### src/rtl/pipe_hazard_ctrl.sv
// Pipeline hazard controller: load-use interlock, branch flush, data-memory
// wait/timeout FSM, EXE operand forwarding selects and a stall-cycle counter.
module pipe_hazard_ctrl (
  input  logic        i_clk,
  input  logic        i_resetn,
  input  logic [4:0]  i_id_rs1,
  input  logic [4:0]  i_id_rs2,
  input  logic        i_id_use_rs1,
  input  logic        i_id_use_rs2,
  input  logic [4:0]  i_exe_rd,
  input  logic        i_exe_wreg,
  input  logic        i_exe_mem2reg,
  input  logic [4:0]  i_mem_rd,
  input  logic        i_mem_wreg,
  input  logic        i_mem_mem2reg,
  input  logic        i_mem_wmem,
  input  logic [4:0]  i_wb_rd,
  input  logic        i_wb_wreg,
  input  logic        i_exe_branch_taken,
  input  logic        i_dmem_ready,
  output logic        o_pc_en,
  output logic        o_ifid_en,
  output logic        o_idexe_en,
  output logic        o_exemem_en,
  output logic        o_memwb_en,
  output logic        o_ifid_flush,
  output logic        o_idexe_flush,
  output logic [1:0]  o_fwd_a,
  output logic [1:0]  o_fwd_b,
  output logic        o_dmem_err,
  output logic [15:0] o_stall_cnt
);

  typedef enum logic {RUN, MEMWAIT} state_t;

  state_t      state_q, state_d;
  logic [3:0]  wcnt_q, wcnt_d;
  logic [15:0] stall_cnt_q;
  logic [4:0]  exe_rs1_q, exe_rs2_q;

  logic mem_req;
  logic load_use;
  logic run_pc_en, run_ifid_en, run_ifid_flush, run_idexe_flush;
  logic mem_stall;
  logic err;

  assign mem_req = i_mem_mem2reg | i_mem_wmem;

  assign load_use = i_exe_wreg & i_exe_mem2reg & (i_exe_rd != 5'd0) &
                    ((i_id_use_rs1 & (i_id_rs1 == i_exe_rd)) |
                     (i_id_use_rs2 & (i_id_rs2 == i_exe_rd)));

  // Hazard decisions when memory is not stalling; a taken branch squashes
  // the dependent ID instruction, so it wins over the load-use interlock.
  always_comb begin
    run_pc_en       = 1'b1;
    run_ifid_en     = 1'b1;
    run_ifid_flush  = 1'b0;
    run_idexe_flush = 1'b0;
    if (i_exe_branch_taken) begin
      run_ifid_flush  = 1'b1;
      run_idexe_flush = 1'b1;
    end else if (load_use) begin
      run_pc_en       = 1'b0;
      run_ifid_en     = 1'b0;
      run_idexe_flush = 1'b1;
    end
  end

  always_comb begin
    state_d   = state_q;
    wcnt_d    = wcnt_q;
    mem_stall = 1'b0;
    err       = 1'b0;
    case (state_q)
      RUN: begin
        if (mem_req && !i_dmem_ready) begin
          mem_stall = 1'b1;
          state_d   = MEMWAIT;
          wcnt_d    = '0;
        end
      end
      MEMWAIT: begin
        if (i_dmem_ready) begin
          state_d = RUN;
          wcnt_d  = '0;
        end else if (wcnt_q == '1) begin
          err     = 1'b1;
          state_d = RUN;
          wcnt_d  = '0;
        end else begin
          mem_stall = 1'b1;
          wcnt_d    = wcnt_q + 4'd1;
        end
      end
      default: begin
        state_d = RUN;
        wcnt_d  = '0;
      end
    endcase
  end

  // A memory stall freezes every stage and holds back flushes so the
  // frozen EXE branch is still there when the pipeline resumes.
  assign o_pc_en       = run_pc_en & ~mem_stall;
  assign o_ifid_en     = run_ifid_en & ~mem_stall;
  assign o_idexe_en    = ~mem_stall;
  assign o_exemem_en   = ~mem_stall;
  assign o_memwb_en    = ~mem_stall;
  assign o_ifid_flush  = run_ifid_flush & ~mem_stall;
  assign o_idexe_flush = run_idexe_flush & ~mem_stall;
  assign o_dmem_err    = err;
  assign o_stall_cnt   = stall_cnt_q;

  always_comb begin
    o_fwd_a = 2'b00;
    if (i_mem_wreg && !i_mem_mem2reg && i_mem_rd != 5'd0 && i_mem_rd == exe_rs1_q)
      o_fwd_a = 2'b01;
    else if (i_wb_wreg && i_wb_rd != 5'd0 && i_wb_rd == exe_rs1_q)
      o_fwd_a = 2'b10;
  end

  always_comb begin
    o_fwd_b = 2'b00;
    if (i_mem_wreg && !i_mem_mem2reg && i_mem_rd != 5'd0 && i_mem_rd == exe_rs2_q)
      o_fwd_b = 2'b01;
    else if (i_wb_wreg && i_wb_rd != 5'd0 && i_wb_rd == exe_rs2_q)
      o_fwd_b = 2'b10;
  end

  always_ff @(posedge i_clk or negedge i_resetn) begin
    if (!i_resetn) begin
      state_q <= RUN;
      wcnt_q  <= '0;
    end else begin
      state_q <= state_d;
      wcnt_q  <= wcnt_d;
    end
  end

  always_ff @(posedge i_clk or negedge i_resetn) begin
    if (!i_resetn) begin
      exe_rs1_q <= '0;
      exe_rs2_q <= '0;
    end else if (o_idexe_flush) begin
      exe_rs1_q <= '0;
      exe_rs2_q <= '0;
    end else if (o_idexe_en) begin
      exe_rs1_q <= i_id_rs1;
      exe_rs2_q <= i_id_rs2;
    end
  end

  always_ff @(posedge i_clk or negedge i_resetn) begin
    if (!i_resetn)
      stall_cnt_q <= '0;
    else if (!o_pc_en && stall_cnt_q != '1)
      stall_cnt_q <= stall_cnt_q + 16'd1;
  end

endmodule

### config.mk
export PLATFORM = sky130hd
export DESIGN_NAME = pipe_hazard_ctrl
export DESIGN_NICKNAME = d
export VERILOG_FILES = /design/src/rtl/pipe_hazard_ctrl.sv
export SDC_FILE = /design/constraint.sdc
export NUM_CORES = 1
export LEC_CHECK = 0
export CAP_MARGIN = 5
export CORE_MARGIN = 1.5
export CORE_UTILIZATION = 45
export DETAILED_ROUTE_END_ITERATION = 10
export PLACE_DENSITY_LB_ADDON = 0.05
export SLEW_MARGIN = 30
export SYNTH_ARGS = -nofsm -noshare
export SYNTH_HDL_FRONTEND = slang
export SYNTH_SLANG_ARGS = --single-unit
### constraint.sdc
create_clock -name i_clk -period 2.55 [get_ports i_clk]
set_clock_uncertainty 0.05 [all_clocks]
set_input_delay 0.255 -clock i_clk [delete_from_list [all_inputs] [get_ports i_clk]]
set_output_delay 0.255 -clock i_clk [all_outputs]
set_load 0.005 [all_outputs]
Word level (Yosys, flattened, before mapping)
Index checks and enable logic that the tools add are counted.
{"block": "op_classes", "add_sub_neg": 2, "n_eq_ne": 10, "n_mux": 24, "n_bitwise": 12, "n_reduce_logical": 15}
{"operator": "== test 5 bit", "count": 6}
{"operator": "2-to-1 mux 5 bit", "count": 4}
{"operator": "adder 16 x 1 -> 16 bit (second input constant)", "count": 1}
{"operator": "inequality test 16 bit (second input constant)", "count": 1}
{"operator": "nonzero test 5 bit", "count": 3}
{"operator": "2-to-1 mux 4 bit", "count": 3}
{"operator": "2-to-1 mux 1 bit", "count": 11}
{"operator": "logical AND 1 bit", "count": 9}
{"operator": "bitwise AND 1 bit", "count": 8}
{"operator": "2-to-1 mux 2 bit", "count": 4}
{"operator": "case mux 4 bit (2 select lines)", "count": 1}
{"operator": "adder 4 x 1 -> 4 bit (second input constant)", "count": 1}
{"operator": "== test 4 bit (second input constant)", "count": 1}
{"operator": "inequality test 2 bit (second input constant)", "count": 2}
{"operator": "logical NOT 1 bit", "count": 3}
{"operator": "inverter 1 bit", "count": 2}
{"operator": "bitwise OR 1 bit", "count": 2}
{"operator": "case mux 1 bit (2 select lines)", "count": 1}
{"block": "totals", "register_bits": 31, "in_bits": 37, "out_inout_bits": 28, "wordCells": 68}

Logic depth before layout (Yosys ltp)
Gate-level depths: netlist of the first run.
{"block": "depth", "word_depth": 9, "depth_mapped": 8, "ltp_nobuf": 7}

Worst setup path after synthesis of the first run
OpenSTA, ideal clock, no wires.
{"block": "synth_path", "path_type": "reg-to-reg", "start": "register wcnt_q[0]", "end": "register stall_cnt_q[14], in the netlist o_stall_cnt[14]", "arrival_time_ns": 1.806, "slack_ns": 0.567, "path_stages_with_launch": 8, "period_less_slack_ns": 1.983, "path_cell_list": "dfrtp_1 -> ha_1 -> nand3_1 -> nand2_1 -> o21ai_1 -> a21oi_4 -> nor4b_1 -> mux2_1"}
{"block": "synth_via", "elab_chain_len": 8}
{"item": "start, declared", "line": "37", "rtl": "logic [3:0] wcnt_q, wcnt_d;"}
{"item": "start signal, assigned", "line": "137", "rtl": "wcnt_q <= wcnt_d;"}
{"item": "== test 4 bit", "line": "87", "rtl": "end else if (wcnt_q == '1) begin"}
{"item": "2-to-1 mux 1 bit", "line": "87"}
{"item": "2-to-1 mux 1 bit", "line": "84", "rtl": "if (i_dmem_ready) begin"}
{"item": "case mux 1 bit (2 select lines)", "line": "75", "rtl": "case (state_q)"}
{"item": "inverter 1 bit", "line": "105", "rtl": "assign o_pc_en = run_pc_en & ~mem_stall;"}
{"item": "bitwise AND 1 bit", "line": "105"}
{"item": "logical NOT 1 bit", "line": "157", "rtl": "else if (!o_pc_en && stall_cnt_q != '1)"}
{"item": "logical AND 1 bit", "line": "157"}
{"item": "end signal, assigned", "line": "158", "rtl": "stall_cnt_q <= stall_cnt_q + 16'd1;"}
{"item": "end, declared", "line": "38", "rtl": "logic [15:0] stall_cnt_q;"}
Every way passes these cells.
A chain may end at the register's enable or synchronous reset.

Final worst setup path of the first run
{"block": "layout_path", "start": "input port i_exe_rd[1]", "end": "output port o_pc_en"}
{"block": "layout_via", "elab_chain_len": 7, "word_cells_on_any_way": 11}
{"item": "start, declared", "line": "10", "rtl": "input logic [4:0] i_exe_rd,"}
{"item": "== test 5 bit, on equally long branches", "line": "50, 51"}
{"item": "bitwise AND 1 bit, on equally long branches", "line": "50, 51"}
{"item": "bitwise OR 1 bit", "line": "50", "rtl": "((i_id_use_rs1 & (i_id_rs1 == i_exe_rd)) |"}
{"item": "bitwise AND 1 bit *", "line": "49", "rtl": "assign load_use = i_exe_wreg & i_exe_mem2reg & (i_exe_rd != 5'd0) &"}
{"item": "2-to-1 mux 1 bit *", "line": "63", "rtl": "end else if (load_use) begin"}
{"item": "2-to-1 mux 1 bit *", "line": "60", "rtl": "if (i_exe_branch_taken) begin"}
{"item": "bitwise AND 1 bit *", "line": "105"}
{"item": "end, declared", "line": "21", "rtl": "output logic o_pc_en,"}
Mark *: on every way between the ends. The rest lies on a longest branch, timed or not.

==> results.cfg, run 1 <==
[run_status]
outcome = finished clean

[pwr]
cellPowerDensity_nw_per_um2 = 607
power_frac_seq_pct = 42.4
p_leak_nw = 1.22
power.switching_w = 0.000548
p_int_w = 0.00115
p_sw_share_pct = 32.3
ir_drop_v = 0.000475
clkPwrFrac_pct = 21.9
power_frac_comb_pct = 35.7

[detailed_routing]
vias = 1744
ant_nets = 0
first_iter_violations = 51
drt_pass1_iterations = 4
drc_errors = 0
wl_per_cell_um = 16.4
vias_per_cell = 5.48
drt_wl_total_um = 5200

[finish]
final_nets = 306
diodes = 0
area_growth_pct = 51.9
drive_gt1_share_pct = 14.2
fin_cells = 318

[die]
die_area_um2 = 4470
die_x_um = 66.9
ios = 65
coreArea_um2 = 3970
rows = 23
die_h_um = 66.9
initial_core_util_pct = 46.3

[logic_synthesis]
ys_ff_latch = 31
synth.area.top_cells = dfrtp_1 42%, xor2_1 13%, xnor2_1 8.1%
synth_edf_count = 0
syn-num-nets = 218
synth_top_area_share_pct = 42.2
synth_common_cells = 31 x dfrtp_1, 27 x xor2_1, 17 x xnor2_1
yosysWarnings = 0
synth_top_area_cell = dfrtp_1
synth.distinct_cells = 34
ys_seq_area_share_pct = 42.2
syn-cell-area_um2 = 1840
yosysMostFrequentCell = dfrtp_1
ys.flop_type = dfrtp_1
synthArstFlopShare_pct = 100
post_synth.cell_area_avg_um2 = 10.3
syn_inst = 179

[place]
placed_cells = 307
place_hpwl_um = 3910
io_buffers = 64
finalWeightedCongestion = 0.829
pre_cts_ws_ns = -0.206

[sta]
fin_tns_setup_ns = 0
fin_crit_ns = 2.51
max_freq_ghz = 0.398
setup_viol = 0
worst_slew_pin_slew_ns = 0.421
fin_hold_ws_ns = 0.325
drv_slew = 0
fin_ws_ns = 0.0370
finalHoldViolCount = 0
relSlewSlack_pct = 71.7
post-route-period-util_pct = 98.6

[clock_tree]
ctsHoldBuffers = 0
cts.htree.levels = 2
clk_pin_slew_ns = 0.06
cts.sinks = 31
clock_latency_ns = 0.28
cts_tree = built
cts_made_buffers = 5
root_buffer = clkbuf_8
cts_buffer_depth = 2

[hold_path]
min_path_type = in2async

[worst_setup_path]
critPathCaptureType = output pin
cp.required_ns = 2.25
path_class = in2out
start_kind = input pin
ff2ff_path_depth = 9
crit_fanout = 3
arrival_ns = 2.21

[global_routing]
grt_use_total_pct = 23.8
grt_pass1_vias = 1802
grt_pass1_wl_um = 7960
grt_start_max_net_pins = 32
overflow = 0
antenna_found_initial = 0

[job]
max_cap_violations = 0
worst paths after layout:
| check | to | startpoint | slack [ns] |
|---|---|---|---|
| max in group asynchronous | o_stall_cnt[15] | i_resetn | 1.83 |
| hold reg to reg | o_stall_cnt[6] | o_stall_cnt[6] | 0.45 |
| hold / removal | wcnt_q[3] | i_resetn | 0.32 |
| min in group i_clk | o_stall_cnt[6] | o_stall_cnt[6] | 0.45 |
| setup / recovery | o_pc_en | i_exe_rd[1] | 0.04 |
| setup reg to reg | o_stall_cnt[1] | wcnt_q[0] | 0.41 |
power groups by stage:
stage	combinational, W	sequential (W)	clock, W
floorplan	0.000265	0.000706	0
global placement	0.000570	0.000718	0
detailed placement	0.000589	0.000723	0
CTS	0.000599	0.000718	0.000378
global route	0.000658	0.000735	0.000402
finish	0.000606	0.000718	0.000370
cells in the final DEF, fill, tap and decap left out, types with 3 or more instances in the layout:
| cell type | count |
|---|---|
| nor2_1 | 7 |
| nor4_1 | 8 |
| nand3_1 | 7 |
| clkdlybuf4s50_1 | 61 |
| buf_4 | 23 |
| nand2_1 | 12 |
| xor2_1 | 27 |
| nor2b_1 | 3 |
| inv_1 | 3 |
| nor3_1 | 5 |
| nand4_1 | 5 |
| dfrtp_1 | 31 |
| clkbuf_8 | 5 |
| xnor2_1 | 15 |
| a22o_1 | 12 |
| o21ai_0 | 4 |
| or4_1 | 6 |
through the flow:
step / cell area, um^2 / total power (W) / util, %
final: 2790 / 0.00169 / 70.3
after global routing: 2790 / 0.00179 / 70.3
after CTS: 2750 / 0.00169 / 69.2
after detailed placement: 2650 / 0.00131 / 66.7
after global placement: 2650 / 0.00129 / 66.7
after floorplan: 1840 / 0.000971 / -
layout make-up:
cell class                 instances  area (um^2)
tap                               50         62.6
timing repair buffer              87          813
fill                             319         1180
clock inverter                     1         5.00
inverter                           3         11.3
multi-input combinational        139         1050
clock buffer                       7         76.3
sequential                        31          776
routing by layer:
layer / vias to the layer above / global-route usage (%) / part of all wire (%)
li1: 829 / - / -
met1: 821 / 25.1 / 37
met2: 73 / 44.4 / 54
met3: 21 / 4.22 / 5.9
met4: 0 / 12.8 / 3.1
met5: - / 0 / 0
critical path, cell delays in order:
cell and delay [ns]:
clkdlybuf4s50_1 0.42, or4_1 0.56, o2111a_1 0.29, a21oi_4 0.16, clkdlybuf4s50_1 0.52
registers in the layout, summed over array words and instances (netlist names):
name,flops
o_stall_cnt,16
state_q,1
exe_rs1_q,5
wcnt_q,4
exe_rs2_q,5
cell families (layout without fill, tap and decap cells):
group,after synthesis,count (layout),synth area share (%)
adder cells (fa/ha/maj),2,2,1.36
buffers and inverters,9,98,2.86
XOR/XNOR,44,44,21.0
AO/OA/AOI/OAI,24,24,10.6
multiplexers,3,3,2.04
flip-flops,31,31,42.2
AND/OR/NAND/NOR,66,66,20.0
timing repair:
item	4_1_cts	5_1_grt
pin swaps	4	3
endpoints found under the setup margin	5	6
resized for setup	5	5
buffers inserted	1	2
No activity file was read; power rests on OpenSTA's default activity.
==> run 2: changes to the inputs <==
--- a/config.mk
+++ b/config.mk
@@ -6,9 +6,11 @@
 export NUM_CORES = 1
 export LEC_CHECK = 0
 export CAP_MARGIN = 5
+export CORE_ASPECT_RATIO = 0.6
 export CORE_MARGIN = 1.5
 export CORE_UTILIZATION = 45
 export DETAILED_ROUTE_END_ITERATION = 10
+export DONT_BUFFER_PORTS = 1
 export PLACE_DENSITY_LB_ADDON = 0.05
 export SLEW_MARGIN = 30
 export SYNTH_ARGS = -nofsm -noshare
==> results.cfg, run 2 (synthesis results as in run 1) <==
[hold_path]
min_path_type = in2reg
min_from = i_id_rs2[4]

[run_status]
outcome = complete, but fails checks
violations = design-rule violations

[finish]
postLayoutCellArea_um2 = 2000
fillers = 346
seq_area_um2 = 776
layout_commonest_cell = dfrtp_1
area_growth_pct = 8.99
diodes = 0
multi_input_area_um2 = 1010
drive_gt1_share_pct = 8.06
utilization_pct = 52.9
final_cell_mix = 31 x dfrtp_1, 27 x xor2_1, 17 x xnor2_1, 12 x nand2_1, 12 x a22o_1
fin_cells = 233
largest_register_ffs = 16
final_nets = 225

[sta]
max_freq_ghz = 0.430
fin_crit_ns = 2.33
finalHoldViolCount = 0
setup_viol = 0
fin_tns_setup_ns = 0
post-route-period-util_pct = 91.2
fin_hold_ws_ns = 0.0603
worst_slew_pin_slew_ns = 0.611
drv_slew = 0
relSlewSlack_pct = 58.7
grt_setup_unrepaired = no

[place]
finalWeightedCongestion = 0.884
place_hpwl_um = 3490
placed_cells = 224
dpl_cell_area_um2 = 1880
io_buffers = 0

[clock_tree]
cts_tree = built
cts.sinks = 31
root_buffer = clkbuf_8
cts_buffer_depth = 2
cts_made_buffers = 5
clock_latency_ns = 0.27
cts.htree.levels = 2
postCtsSetupRepairBufs = 0
clk_pin_slew_ns = 0.06

[die]
initial_core_util_pct = 48.5
coreArea_um2 = 3790
die_area_um2 = 4490
ios = 65
die_h_um = 52.5
rows = 17
die_x_um = 85.5

[pwr]
ir_drop_v = 0.000535
p_leak_nw = 0.860
cellPowerDensity_nw_per_um2 = 721

[worst_setup_path]
crit_fanout = 11
crit_chain = ha_1, nand3_1, nand2_1, o21ai_1, a21oi_4, nor4b_1, mux2_1
arrival_ns = 2.43
path_class = reg2reg
regToRegStartpoint = wcnt_q[0]
worstSetupStartpoint = wcnt_q[0]
cp_slowest_cell = nor4b_1
start_kind = register
critPathCaptureType = register
cp.required_ns = 2.66
max_stage_delay_ns = 0.61
worst_path_dominant_cell_family = simple AND/OR/NAND/NOR gates
cp.buffers_inverters = 0

[detailed_routing]
drc_errors = 4
vias = 1413
wl_per_cell_um = 18.4
ant_nets = 0
vias_per_cell = 6.06
first_iter_violations = 68
drt_pass1_iterations = 7
drt_wl_total_um = 4280

[global_routing]
antenna_found_initial = 0
grt_start_max_net_pins = 32
overflow = 0
grt_pass1_vias = 1354
grt_use_total_pct = 20.7
grt_pass1_wl_um = 6850

[job]
max_cap_violations = 0
[run 2: changes by cell type in the layout (fill, tap and decap cells not counted), moves of 2 or more]
cell             previous run  this run
clkdlybuf4s50_1            61         0
dlygate4sd2_1               2         0
buf_4                      23         4
xnor2_1                    15        17
xnor2_2                     2         0
clkbuf_1                    2         0
nor4_1                      8        10
nor4_2                      2         0
[run 2: worst register-to-register path, stage by stage (launching register included)]
cell     delay [ns]
dfrtp_1        0.41
ha_1           0.23
nand3_1        0.10
nand2_1        0.09
o21ai_1        0.21
a21oi_4        0.13
nor4b_1        0.61
mux2_1         0.38
[run 2: power breakdown]
group          total [W]  switching, W  internal [W]
logic           0.000318      0.000157      0.000161
registers       0.000747      0.000155      0.000591
clock network   0.000378      0.000167      0.000211
[run 2: timing repair]
item	in CTS	in global routing
gates resized for setup	0	0
endpoints found under the hold margin	31	0
hold buffers	2	0
endpoints found under the setup margin	0	0
[run 2: routing by layer]
metal / vias to the layer above / routed length (um) / global-route usage (%)
met3: 2 / 500 / 9.29
met1: 679 / 2170 / 31.7
met2: 74 / 1600 / 25.5
li1: 658 / - / -
met5: - / 0 / 0
met4: 0 / 14 / 4.57
[run 2: path summary, 6_finish.rpt]
check | cells after the start | to | slack [ns]
worst min register to register | 1 | wcnt_q[3] | 0.45
max in group asynchronous | 2 | exe_rs2_q[3] | 1.93
worst max register to register | 7 | o_stall_cnt[14] | 0.22
worst max-delay path | 7 | o_stall_cnt[14] | 0.22
worst min-delay path | 1 | exe_rs2_q[4] | 0.06
min in group asynchronous | 2 | o_stall_cnt[4] | 0.36
[run 2: cell type report]
class                   count  share of cell area (%)
well taps                  47                    2.94
inverters                   3                   0.563
clock buffers               6                    4.13
repair buffers              6                    3.00
flip-flops and latches     31                    38.8
clock inverters             1                   0.250
multi-input cells         139                    50.4
[run 2: per-stage QoR]
stage,power [W],worst slack (ns)
after floorplan,0.000971,0.567
after CTS,0.00146,0.309
final,0.00144,0.224
after detailed placement,0.00106,0.333
after global routing,0.00154,0.167
after global placement,0.00104,0.315
==> run 3: changes to the inputs <==
--- a/config.mk
+++ b/config.mk
@@ -12,6 +12,7 @@
 export DETAILED_ROUTE_END_ITERATION = 10
 export DONT_BUFFER_PORTS = 1
 export PLACE_DENSITY_LB_ADDON = 0.05
+export RECOVER_POWER = 100
 export SLEW_MARGIN = 30
 export SYNTH_ARGS = -nofsm -noshare
 export SYNTH_HDL_FRONTEND = slang
==> results.cfg, run 3 (synthesis results as in run 1) <==
[finish]
utilization_pct = 52.0
largest_register_ffs = 16
fillers = 349
area_growth_pct = 7.29
drive_gt1_share_pct = 5.38
layout_commonest_cell = dfrtp_1
multi_input_area_um2 = 1000
seq_area_um2 = 776
postLayoutCellArea_um2 = 1970
final_cell_mix = 31 x dfrtp_1, 27 x xor2_1, 17 x xnor2_1, 12 x nand2_1, 12 x a22o_1
final_nets = 225
fin_cells = 233
diodes = 0

[die]
die_area_um2 = 4490
die_x_um = 85.5
coreArea_um2 = 3790
initial_core_util_pct = 48.5
rows = 17
die_h_um = 52.5
ios = 65

[pwr]
p_leak_nw = 0.836
cellPowerDensity_nw_per_um2 = 723
ir_drop_v = 0.000503

[sta]
fin_tns_setup_ns = 0
setup_viol = 0
fin_crit_ns = 2.26
grt_setup_unrepaired = no
drv_slew = 32
relSlewSlack_pct = -6.39
worst_slew_pin_slew_ns = 1.60
post-route-period-util_pct = 88.6
fin_hold_ws_ns = 0.0617
max_freq_ghz = 0.443
finalHoldViolCount = 0

[detailed_routing]
met1_length_um = 2140
drt_wl_total_um = 4270
wl_per_cell_um = 18.3
vias = 1420
met2_length_um = 1620
drt_pass1_iterations = 7
ant_nets = 0
first_iter_violations = 106
met3_length_um = 495
vias_per_cell = 6.09
drc_errors = 4
maxUsedRoutingLayer = met4

[place]
dpl_cell_area_um2 = 1880
finalWeightedCongestion = 0.884
io_buffers = 0
place_hpwl_um = 3490
placed_cells = 224

[worst_setup_path]
r2r_setup_slack_ns = 0.29
arrival_ns = 2.37
crit_fanout = 11
worstSetupEndpoint = o_stall_cnt[14]
ff2ff_path_depth = 7
cp.required_ns = 2.66
path_class = reg2reg
r2r-end = o_stall_cnt[14]
regToRegStartpoint = wcnt_q[0]
start_kind = register
worstSetupStartpoint = wcnt_q[0]
critPathCaptureType = register

[global_routing]
grt_pass1_wl_um = 6850
grt_use_total_pct = 20.7
antenna_found_initial = 0
grt_start_max_net_pins = 32
grt_pass1_vias = 1354
overflow = 0

[hold_path]
min_path_type = in2reg

[clock_tree]
clock_latency_ns = 0.27
cts_made_buffers = 5
cts.htree.levels = 2
cts_resized = 0
cts_tree = built
root_buffer = clkbuf_8
postCtsSetupRepairBufs = 0
cts.sinks = 31
clk_pin_slew_ns = 0.06
cts_buffer_depth = 2

[run_status]
outcome = complete, but fails checks
violations = design-rule violations, max-capacitance violations, max-slew violations

[job]
max_cap_violations = 1
[run 3: stage by stage]
stage | total power, W | worst slack, ns
finish | 0.00142 | 0.291
CTS | 0.00146 | 0.309
floorplan | 0.000971 | 0.567
global placement | 0.00104 | 0.315
global route | 0.00152 | 0.167
detailed placement | 0.00106 | 0.333
[run 3: timing repair]
action / CTS / global route
endpoints found under the hold margin: 31 / 0
hold buffers: 2 / 0
endpoints found under the setup margin: 0 / 0
[run 3: routing by layer]
metal | up-vias | track usage, %
met5 | - | 0
met4 | 0 | 4.57
met3 | 2 | 9.29
met2 | 73 | 25.5
met1 | 686 | 31.7
li1 | 659 | -
[run 3: cell type report]
class	instances	area share, %
Multi-Input combinational cell	139	51.0
Sequential cell	31	39.4
Clock buffer	6	4.19
Tap cell	47	2.98
Timing Repair Buffer	6	1.65
Inverter	3	0.571
Clock inverter	1	0.254
[run 3: power by group]
| part | leakage, nW | switching [W] | total [W] | internal, W |
|---|---|---|---|---|
| Sequential | 0.393 | 0.000154 | 0.000745 | 0.000591 |
| Combinational | 0.396 | 0.000157 | 0.000303 | 0.000146 |
| Clock | 0.0470 | 0.000165 | 0.000376 | 0.000211 |
[run 3: worst min-delay path by stage]
stage                           start              to  slack (ns)  cells after the start
after floorplan              i_resetn    exe_rs1_q[0]       -0.09                      0
after global placement       i_resetn  o_stall_cnt[6]       -0.09                      0
after detailed placement     i_resetn  o_stall_cnt[4]       -0.09                      0
after CTS                 i_id_rs1[2]    exe_rs1_q[2]        0.06                      1
after global routing      i_id_rs2[2]    exe_rs2_q[2]        0.05                      1
final                     i_id_rs2[4]    exe_rs2_q[4]        0.06                      1
[run 3: critical path, stage by stage (launching register included)]
cell and delay, ns:
dfrtp_1 0.41, ha_1 0.23, nand3_1 0.10, nand2_1 0.09, o21ai_1 0.21, a21oi_4 0.12
nor4b_1 0.55, mux2_1 0.37
